File: config.mk
export PLATFORM = sky130hd
export DESIGN_NAME = ps2_host_tx
export DESIGN_NICKNAME = d
export VERILOG_FILES = /design/src/rtl/ps2_host_tx.sv
export SDC_FILE = /design/constraint.sdc
export NUM_CORES = 1
export LEC_CHECK = 0
export CORE_ASPECT_RATIO = 0.6
export CORE_MARGIN = 2
export CORE_UTILIZATION = 60
export DETAILED_ROUTE_END_ITERATION = 10
export PLACE_DENSITY = 0.81
export SYNTH_ARGS = -nofsm -noshare
export SYNTH_HDL_FRONTEND = slang
export SYNTH_SLANG_ARGS = --single-unit
File: constraint.sdc
create_clock -name clk100MHz -period 4.4 [get_ports clk100MHz]
set_input_delay 1.1 -clock clk100MHz [delete_from_list [all_inputs] [get_ports clk100MHz]]
set_output_delay 1.1 -clock clk100MHz [all_outputs]
set_load 0.01 [all_outputs]
File: src/rtl/ps2_host_tx.sv
// PS/2 host-to-device transmitter: sends one command byte to the device over the shared
// ps2_clk/ps2_data pair. Lines are driven open-drain through ps2_clk_oe/ps2_data_oe.
// Optional build macro PS2_TX_RETRY_EN: the first NACK or timeout of a byte silently
// restarts the frame from INHIBIT; err only pulses if that retry also fails.
module ps2_host_tx #(
  parameter int unsigned INHIBIT_CYCLES = 12000,
  parameter int unsigned TIMEOUT_CYCLES = 2000000,
  parameter int unsigned FILTER_LEN     = 8
) (
  input  logic       clk100MHz,
  input  logic       rst,
  input  logic [7:0] tx_data,
  input  logic       tx_valid,
  output logic       tx_ready,
  input  logic       ps2_clk_in,
  input  logic       ps2_data_in,
  output logic       ps2_clk_oe,
  output logic       ps2_data_oe,
  output logic       busy,
  output logic       done,
  output logic       err,
  output logic       err_nack
);

  localparam int unsigned CntMax = (INHIBIT_CYCLES > TIMEOUT_CYCLES) ? INHIBIT_CYCLES
                                                                     : TIMEOUT_CYCLES;
  localparam int unsigned CntW   = $clog2(CntMax + 1);
  localparam int unsigned FiltW  = $clog2(FILTER_LEN + 1);
  localparam logic [CntW-1:0]  InhibitLast = CntW'(INHIBIT_CYCLES - 1);
  localparam logic [CntW-1:0]  TimeoutLast = CntW'(TIMEOUT_CYCLES - 1);
  localparam logic [FiltW-1:0] FiltLast    = FiltW'(FILTER_LEN - 1);

  typedef enum logic [2:0] {StIdle, StInhibit, StRts, StSend, StAck, StWaitRel} state_e;

  // Index 0 = ps2_clk, index 1 = ps2_data.
  logic [1:0]       sync1_q, sync2_q, filt_q;
  logic [FiltW-1:0] fcnt_q [2];
  logic             clk_prev_q;
  logic             fe;

  state_e          state_q, state_d;
  logic [CntW-1:0] cnt_q, cnt_d;
  logic [3:0]      idx_q, idx_d;
  logic [7:0]      byte_q, byte_d;
  logic            par_q, par_d;
  logic [1:0]      oe_q;
  logic            done_q, done_d, err_q, err_d, nack_q, nack_d;
  logic            fail, fail_nack;
`ifdef PS2_TX_RETRY_EN
  logic            retry_q, retry_d;
`endif

  // Frame bit presented while idx fe's have been seen: start, d0..d7, parity, then stop.
  function automatic logic frame_bit(input logic [3:0] idx, input logic [7:0] b,
                                     input logic p);
    logic [9:0] frame;
    frame = {p, b, 1'b0};
    if (idx < 4'd10) return frame[idx];
    return 1'b1;
  endfunction

  // {clk_oe, data_oe} for a given state; registered so the lines never glitch.
  function automatic logic [1:0] oe_of(input state_e st, input logic [3:0] idx,
                                       input logic [7:0] b, input logic p);
    case (st)
      StInhibit: return 2'b10;
      StRts:     return 2'b11;
      StSend:    return {1'b0, ~frame_bit(idx, b, p)};
      default:   return 2'b00;
    endcase
  endfunction

  // Two-flop synchronizers followed by a run-length glitch filter on each line.
  always_ff @(posedge clk100MHz or posedge rst) begin
    if (rst) begin
      sync1_q    <= 2'b11;
      sync2_q    <= 2'b11;
      filt_q     <= 2'b11;
      clk_prev_q <= 1'b1;
      fcnt_q[0]  <= '0;
      fcnt_q[1]  <= '0;
    end else begin
      sync1_q    <= {ps2_data_in, ps2_clk_in};
      sync2_q    <= sync1_q;
      clk_prev_q <= filt_q[0];
      for (int i = 0; i < 2; i++) begin
        if (sync2_q[i] == filt_q[i]) begin
          fcnt_q[i] <= '0;
        end else if (fcnt_q[i] == FiltLast) begin
          filt_q[i] <= sync2_q[i];
          fcnt_q[i] <= '0;
        end else begin
          fcnt_q[i] <= fcnt_q[i] + 1'b1;
        end
      end
    end
  end

  assign fe = clk_prev_q & ~filt_q[0];

  // Next-state logic: one shared counter serves the inhibit delay and the edge timeout.
  always_comb begin
    state_d   = state_q;
    cnt_d     = cnt_q;
    idx_d     = idx_q;
    byte_d    = byte_q;
    par_d     = par_q;
    done_d    = 1'b0;
    err_d     = 1'b0;
    nack_d    = 1'b0;
    fail      = 1'b0;
    fail_nack = 1'b0;
`ifdef PS2_TX_RETRY_EN
    retry_d   = retry_q;
`endif
    unique case (state_q)
      StIdle: begin
        if (tx_valid) begin
          byte_d  = tx_data;
          par_d   = ~^tx_data;
          cnt_d   = '0;
          state_d = StInhibit;
`ifdef PS2_TX_RETRY_EN
          retry_d = 1'b0;
`endif
        end
      end
      StInhibit: begin
        if (cnt_q == InhibitLast) begin
          cnt_d   = '0;
          state_d = StRts;
        end else begin
          cnt_d = cnt_q + 1'b1;
        end
      end
      StRts: begin
        cnt_d   = '0;
        idx_d   = '0;
        state_d = StSend;
      end
      StSend, StAck, StWaitRel: begin
        if (state_q == StWaitRel && filt_q == 2'b11) begin
          done_d  = 1'b1;
          state_d = StIdle;
        end else if (fe) begin
          // An edge always wins over a coincident timeout.
          cnt_d = '0;
          if (idx_q != 4'd11) idx_d = idx_q + 1'b1;
          if (state_q == StSend && idx_q == 4'd9) begin
            state_d = StAck;
          end else if (state_q == StAck) begin
            if (filt_q[1]) begin
              fail      = 1'b1;
              fail_nack = 1'b1;
            end else begin
              state_d = StWaitRel;
            end
          end
        end else if (cnt_q == TimeoutLast) begin
          fail = 1'b1;
        end else begin
          cnt_d = cnt_q + 1'b1;
        end
      end
      default: state_d = StIdle;
    endcase

    if (fail) begin
      cnt_d   = '0;
      state_d = StIdle;
`ifdef PS2_TX_RETRY_EN
      if (!retry_q) begin
        retry_d = 1'b1;
        state_d = StInhibit;
      end else begin
        err_d  = 1'b1;
        nack_d = fail_nack;
      end
`else
      err_d  = 1'b1;
      nack_d = fail_nack;
`endif
    end
  end

  // State, datapath and registered line/status outputs.
  always_ff @(posedge clk100MHz or posedge rst) begin
    if (rst) begin
      state_q <= StIdle;
      cnt_q   <= '0;
      idx_q   <= '0;
      byte_q  <= '0;
      par_q   <= 1'b0;
      oe_q    <= 2'b00;
      done_q  <= 1'b0;
      err_q   <= 1'b0;
      nack_q  <= 1'b0;
`ifdef PS2_TX_RETRY_EN
      retry_q <= 1'b0;
`endif
    end else begin
      state_q <= state_d;
      cnt_q   <= cnt_d;
      idx_q   <= idx_d;
      byte_q  <= byte_d;
      par_q   <= par_d;
      oe_q    <= oe_of(state_d, idx_d, byte_d, par_d);
      done_q  <= done_d;
      err_q   <= err_d;
      nack_q  <= nack_d;
`ifdef PS2_TX_RETRY_EN
      retry_q <= retry_d;
`endif
    end
  end

  assign ps2_clk_oe  = oe_q[1];
  assign ps2_data_oe = oe_q[0];
  assign tx_ready    = (state_q == StIdle);
  assign busy        = (state_q != StIdle);
  assign done        = done_q;
  assign err         = err_q;
  assign err_nack    = nack_q;

endmodule

# Word-level counts from Yosys, hierarchy flattened
# Cells that the tools add are included.
[classes]
addsub = 4
n_lt_le_gt_ge = 2
eq_ne = 20
muxes = 50
n_bitwise = 5
n_reduce_logical = 10
[op_table]
columns = ["operator", "count"]
rows = [
  ["$mux W21", 6],
  ["$pmux W21 S4", 1],
  ["$mux W4", 7],
  ["$mux W3", 8],
  ["$mux W1", 22],
  ["$add A21 B1 Y21 const B", 1],
  ["$eq A21 B14 Y1 const B", 1],
  ["$eq A21 B21 Y1 const B", 1],
  ["$mux W8", 2],
  ["$add A4 B1 Y4 const B", 3],
  ["$eq A3 B2 Y1 const B", 4],
  ["$pmux W3 S4", 1],
  ["$eq A4 B3 Y1 const B", 2],
  ["$ne A4 B4 Y1 const B", 2],
  ["$pmux W4 S2", 1],
  ["$reduce_xnor A8 Y1", 1],
  ["$eq A3 B1 Y1 const B", 2],
  ["$eq A3 B3 Y1 const B", 2],
  ["$pmux W2 S3", 1],
  ["$lt A4 B5 Y1 const B", 1],
  ["$reduce_bool A5 Y1", 1],
  ["$bmux W1 S4", 1],
  ["$eq A4 B4 Y1 const B", 1],
  ["$lt A4 B4 Y1 const B", 1],
  ["other kinds (12)", 18],
]
[totals]
register_bits = 57
in_bits = 13
out_inout_bits = 7

# Depth between registers and ports, before layout
[logic_depth]
ltp_word = 13
mapped_depth = 9
ltp_nobuf = 9

# Least setup slack after synthesis
# OpenSTA, ideal clock, no wires.
[synth_timing]
path_type = "input-to-reg"
startpoint = "input port tx_valid"
endpoint = "register oe_q[0]"
setup_time_ps = 77
t_arrival_ps = 2711
slack_ps = 1611
cell_stages = 7
path_buffers = 1
path_cell_list = "nor4b_2 > buf_4 > mux2_2 > mux2_1 > a2111oi_0 > o31ai_1 > a21oi_1"
[synth_via]
elab_chain_cells = 9
[synth_lines]
columns = ["element", "line", "rtl"]
rows = [
  ["from (decl)", "13", "input logic tx_valid,"],
  ["$mux W8", "118", "if (tx_valid) begin"],
  ["$mux W8", "116", "unique case (state_q)"],
  ["via byte_d[6]", "44", "logic [7:0] byte_q, byte_d;"],
  ["$bmux W1 S4", "58", "if (idx < 4'd10) return frame[idx];"],
  ["$mux W1 (implied by the code)", "58", ""],
  ["$mux W1", "58", ""],
  ["$mux W1", "59", "return 1'b1;"],
  ["$mux W1", "65", "case (st)"],
  ["$not A1 Y1", "68", "StSend: return {1'b0, ~frame_bit(idx, b, p)};"],
  ["$pmux W2 S3", "65", ""],
  ["to (signal assigned)", "207", "oe_q <= oe_of(state_d, idx_d, byte_d, par_d);"],
  ["to (decl)", "46", "logic [1:0] oe_q;"],
]
# The timed path passes the listed nets, and every way through them passes these cells. The select of a mux whose other input is x is not followed.
# A chain may end at the register's enable or synchronous reset.

# Worst setup path after layout
# Ends and elaborated chain as after synthesis.

==> summary.md <==
| Metric | Value |
|---|---|
| Worst slew pin tran | `0.843 ns` |
| Die area | `5660 um^2` |
| Total power | `approximately 0.0015 W` |
| Fin Clk Skew | `0.00708 ns` |
| # H-tree levels | `3` |
| Ratio of cells with drive above 1 in the final layout | `14.5%` |
| Total routed wirelength | `6.39 mm` |
| Mean routed wirelength per cell | `16.2 um` |
| Clk sinks | `57` |
| Total CTS buffers | `9` |
| Final Hold Fails | `0` |
| Clock Latency Late Sink | `0.34 ns` |
| Max-cap violations | `0` |
| Final period utilization | `71.1%` |
| Root Buffer | `clkbuf_8` |
| Routed Antenna Nets | `0` |
| Crit path largest cell delay | `0.47 ns` |
| Commonest cells after routing, fill and taps aside | `dfrtp_1, nor2_1, nand2_1, nor3_1, clkdlybuf4s50_1` |
| # hold bufs at CTS | `0` |
| Netlist cell types | `between 60 and 70` |
| GPL Wtd Cong | `between 0.8 and 0.9` |
| Synthesis-to-layout area growth | `15.0%` |
| Power density over the cells | `443 nW/um^2` |
| CP max FO | `10` |
| Detail-routed via count per cell | `6.06` |
| DR iter-0 viols | `275` |
| EDFF count, synth | `0` |
| Most common cell after layout, fill and taps aside | `dfrtp_1` |
| Core Area | `4710 um^2` |
| Top routing layer used | `met4` |
| Post-CTS Resized | `0` |
| Routed met2 length | `2.65 mm` |
| CTS tree | `built` |
| Largest net degree at the start of global routing | `44` |
| Drt first pass iters | `5` |
| DR WL met3 | `529 um` |
| Setup crit end kind | `register` |
| Vias in the first global route | `2257` |
| Part of the Yosys area used for sequential elements | `47.3%` |
| Post-synth ARST share | `100%` |
| Fin Setup TNS | `0 ns` |
| GRT Residual Overflow | `0` |
| Slew headroom | `a little over two fifths` |
| Initial Utilization | `64.5%` |
| Worst-case clock buffer depth | `2` |
| VDD IR-drop max | `between 0.0003 and 0.0004 V` |
| Netlist Area Pre-Place | `3040 um^2` |
| Leak pwr | `1.52 nW` |
| CP Data Arrival Time | `3.39 ns` |
| Critical path data required time | `4.66 ns` |
| Startpoint Class | `primary input` |
| Met1 WL | `3.12 mm` |
| Setup violators final | `0` |
| Initial antenna violation count | `0` |
| N_diodes | `0` |
| Fillers | `350` |
| Hpwl dp | `around 4.6 mm` |
| YS warnings | `0` |
| Avg Inst Size Synth | `9.98 um^2` |
| First-pass GRT wire length | `10.9 mm` |
| CP Cell Sequence | `clkdlybuf4s50_1 > nor4b_2 > buf_4 > mux2_2 > mux2_1 > a2111oi_0 > o31ai_1 > a21oi_1` |
| HP Class | `reg2reg` |
| Buffers on Ports | `19` |
| Clock period minus worst slack | `3.13 ns` |
| Unrepaired setup endpoints after global routing | `no` |
| Max Clk Rate | `320 MHz` |
| All-Layer GR Usage | `26.1%` |
| IO Pins | `20` |
| CP Class | `in2reg` |
| Ys flop type | `dfrtp_1` |
| Core Rows | `19` |
| Via count of the routed design | `2393` |
| Worst path slowest cell | `clkdlybuf4s50_1` |
| Horiz. Die Dim | `about 96 um` |
| Die Height | `59.1 um` |
| FF-to-FF Start | `state_q[2]` |
| Hold path startpoint | `sync1_q[1]` |
| Fin. max-slew vios | `0` |
| Synthesized Nets | `322` |
| Residual DRC count | `0` |
| Status | `finished clean` |
| Setup crit start | `tx_valid` |
| CTS clk-pin slew, worst paths | `0.06 ns` |
| Setup bufs post-CTS | `0` |
| Fin nets | `345` |
| Synthesized flop and latch total | `57` |
| Syn Inst Count | `304` |
-- sequential cells by signal, indices dropped and copies added, names as in the netlist, 2 cells and up --
name	cells
state_q	3
cnt_q	21
sync2_q	2
idx_q	4
byte_q	8
fcnt_q	8
oe_q	2
filt_q	2
sync1_q	2
-- stage by stage --
| stage | hold slack, ns | cells | util [%] | setup slack, ns | instance area, um^2 |
|---|---|---|---|---|---|
| 6_report | 0.356 | 395 | 74.2 | 1.27 | 3490 |
| 5_1_grt | 0.359 | 395 | 74.2 | 1.04 | 3490 |
| 4_1_cts | 0.356 | 395 | 74.2 | 1.26 | 3490 |
| 3_5_place_dp | 0.347 | 379 | 69.4 | 0.941 | 3260 |
| 3_3_place_gp | 0.346 | 379 | 69.4 | 1.02 | 3260 |
| 2_1_floorplan | 0.345 | 304 | - | 1.61 | 3040 |
-- synth_stat cells, types with 2 or more instances --
master / number / area, um^2
nor3_1: 19 / 95.1
buf_4: 3 / 22.5
o21ai_0: 6 / 30.0
inv_1: 13 / 48.8
xor2_1: 12 / 105
buf_2: 2 / 10.0
nor4_1: 3 / 18.8
nand4_1: 6 / 37.5
nor2_1: 38 / 143
a211o_1: 2 / 17.5
a2111oi_0: 2 / 17.5
nand3_1: 14 / 70.1
a21oi_1: 12 / 60.1
nand2b_1: 2 / 12.5
mux2_2: 11 / 124
a21o_1: 3 / 22.5
dfstp_2: 7 / 184
o31ai_1: 2 / 15.0
xnor2_1: 17 / 149
nand3b_1: 2 / 15.0
nor2b_1: 5 / 31.3
and2_1: 2 / 12.5
a211oi_1: 2 / 15.0
or4_1: 2 / 15.0
and3_1: 3 / 18.8
a31o_2: 2 / 17.5
dfrtp_1: 50 / 1250
clkbuf_1: 3 / 11.3
or3_1: 3 / 18.8
ha_1: 5 / 62.6
and4_1: 2 / 17.5
nand2_1: 19 / 71.3
mux2_1: 2 / 22.5
-- final cells by class --
| cell class | count | area (um^2) | share of cell area [%] |
|---|---|---|---|
| clock buffer | 15 | 196 | 5.63 |
| tap | 63 | 78.8 | 2.26 |
| multi-input combinational | 225 | 1500 | 42.9 |
| inverter | 13 | 48.8 | 1.40 |
| clock inverter | 1 | 30.0 | 0.860 |
| timing repair buffer | 21 | 205 | 5.88 |
| sequential | 57 | 1440 | 41.1 |
-- logic make-up after synthesis --
group           count (synthesis)  synth area share [%]
simple gates                  133                  23.0
xor+xnor                       29                  8.37
fa+ha+maj                       5                  2.06
flops                          57                  47.3
compound gates                 44                  10.7
buf+inv                        22                  3.42
mux                            14                  5.15
-- critical path: cells and delay by family --
family | cells | cell delay (ns)
AO/OA/AOI/OAI | 3 | 0.71
buffers and inverters | 2 | 0.70
multiplexers | 2 | 0.69
AND/OR/NAND/NOR | 1 | 0.19
-- layer usage --
layer | vias up | track usage [%]
met4 | 0 | 8.78
li1 | 1124 | -
met1 | 1143 | 39.4
met3 | 14 | 7.76
met5 | - | 0
met2 | 112 | 35.8
-- power breakdown --
part	leakage, nW	internal [W]	total [W]	switching [W]
logic	0.671	0.000141	0.000305	0.000164
clock network	0.116	0.000339	0.000538	0.000198
registers	0.731	0.000626	0.000705	0.0000794
-- worst paths after layout --
| check | depth (start not counted) | end | slack (ns) |
|---|---|---|---|
| setup reg to reg | 8 | oe_q[0] | 1.64 |
| setup / recovery | 8 | oe_q[0] | 1.27 |
| min in group asynchronous | 2 | fcnt_q[5] | 1.26 |
| max in group asynchronous | 3 | err | 2.42 |
| hold reg to reg | 0 | sync2_q[1] | 0.36 |
| hold / removal | 0 | sync2_q[1] | 0.36 |
Power figures use the tool's default switching activity.
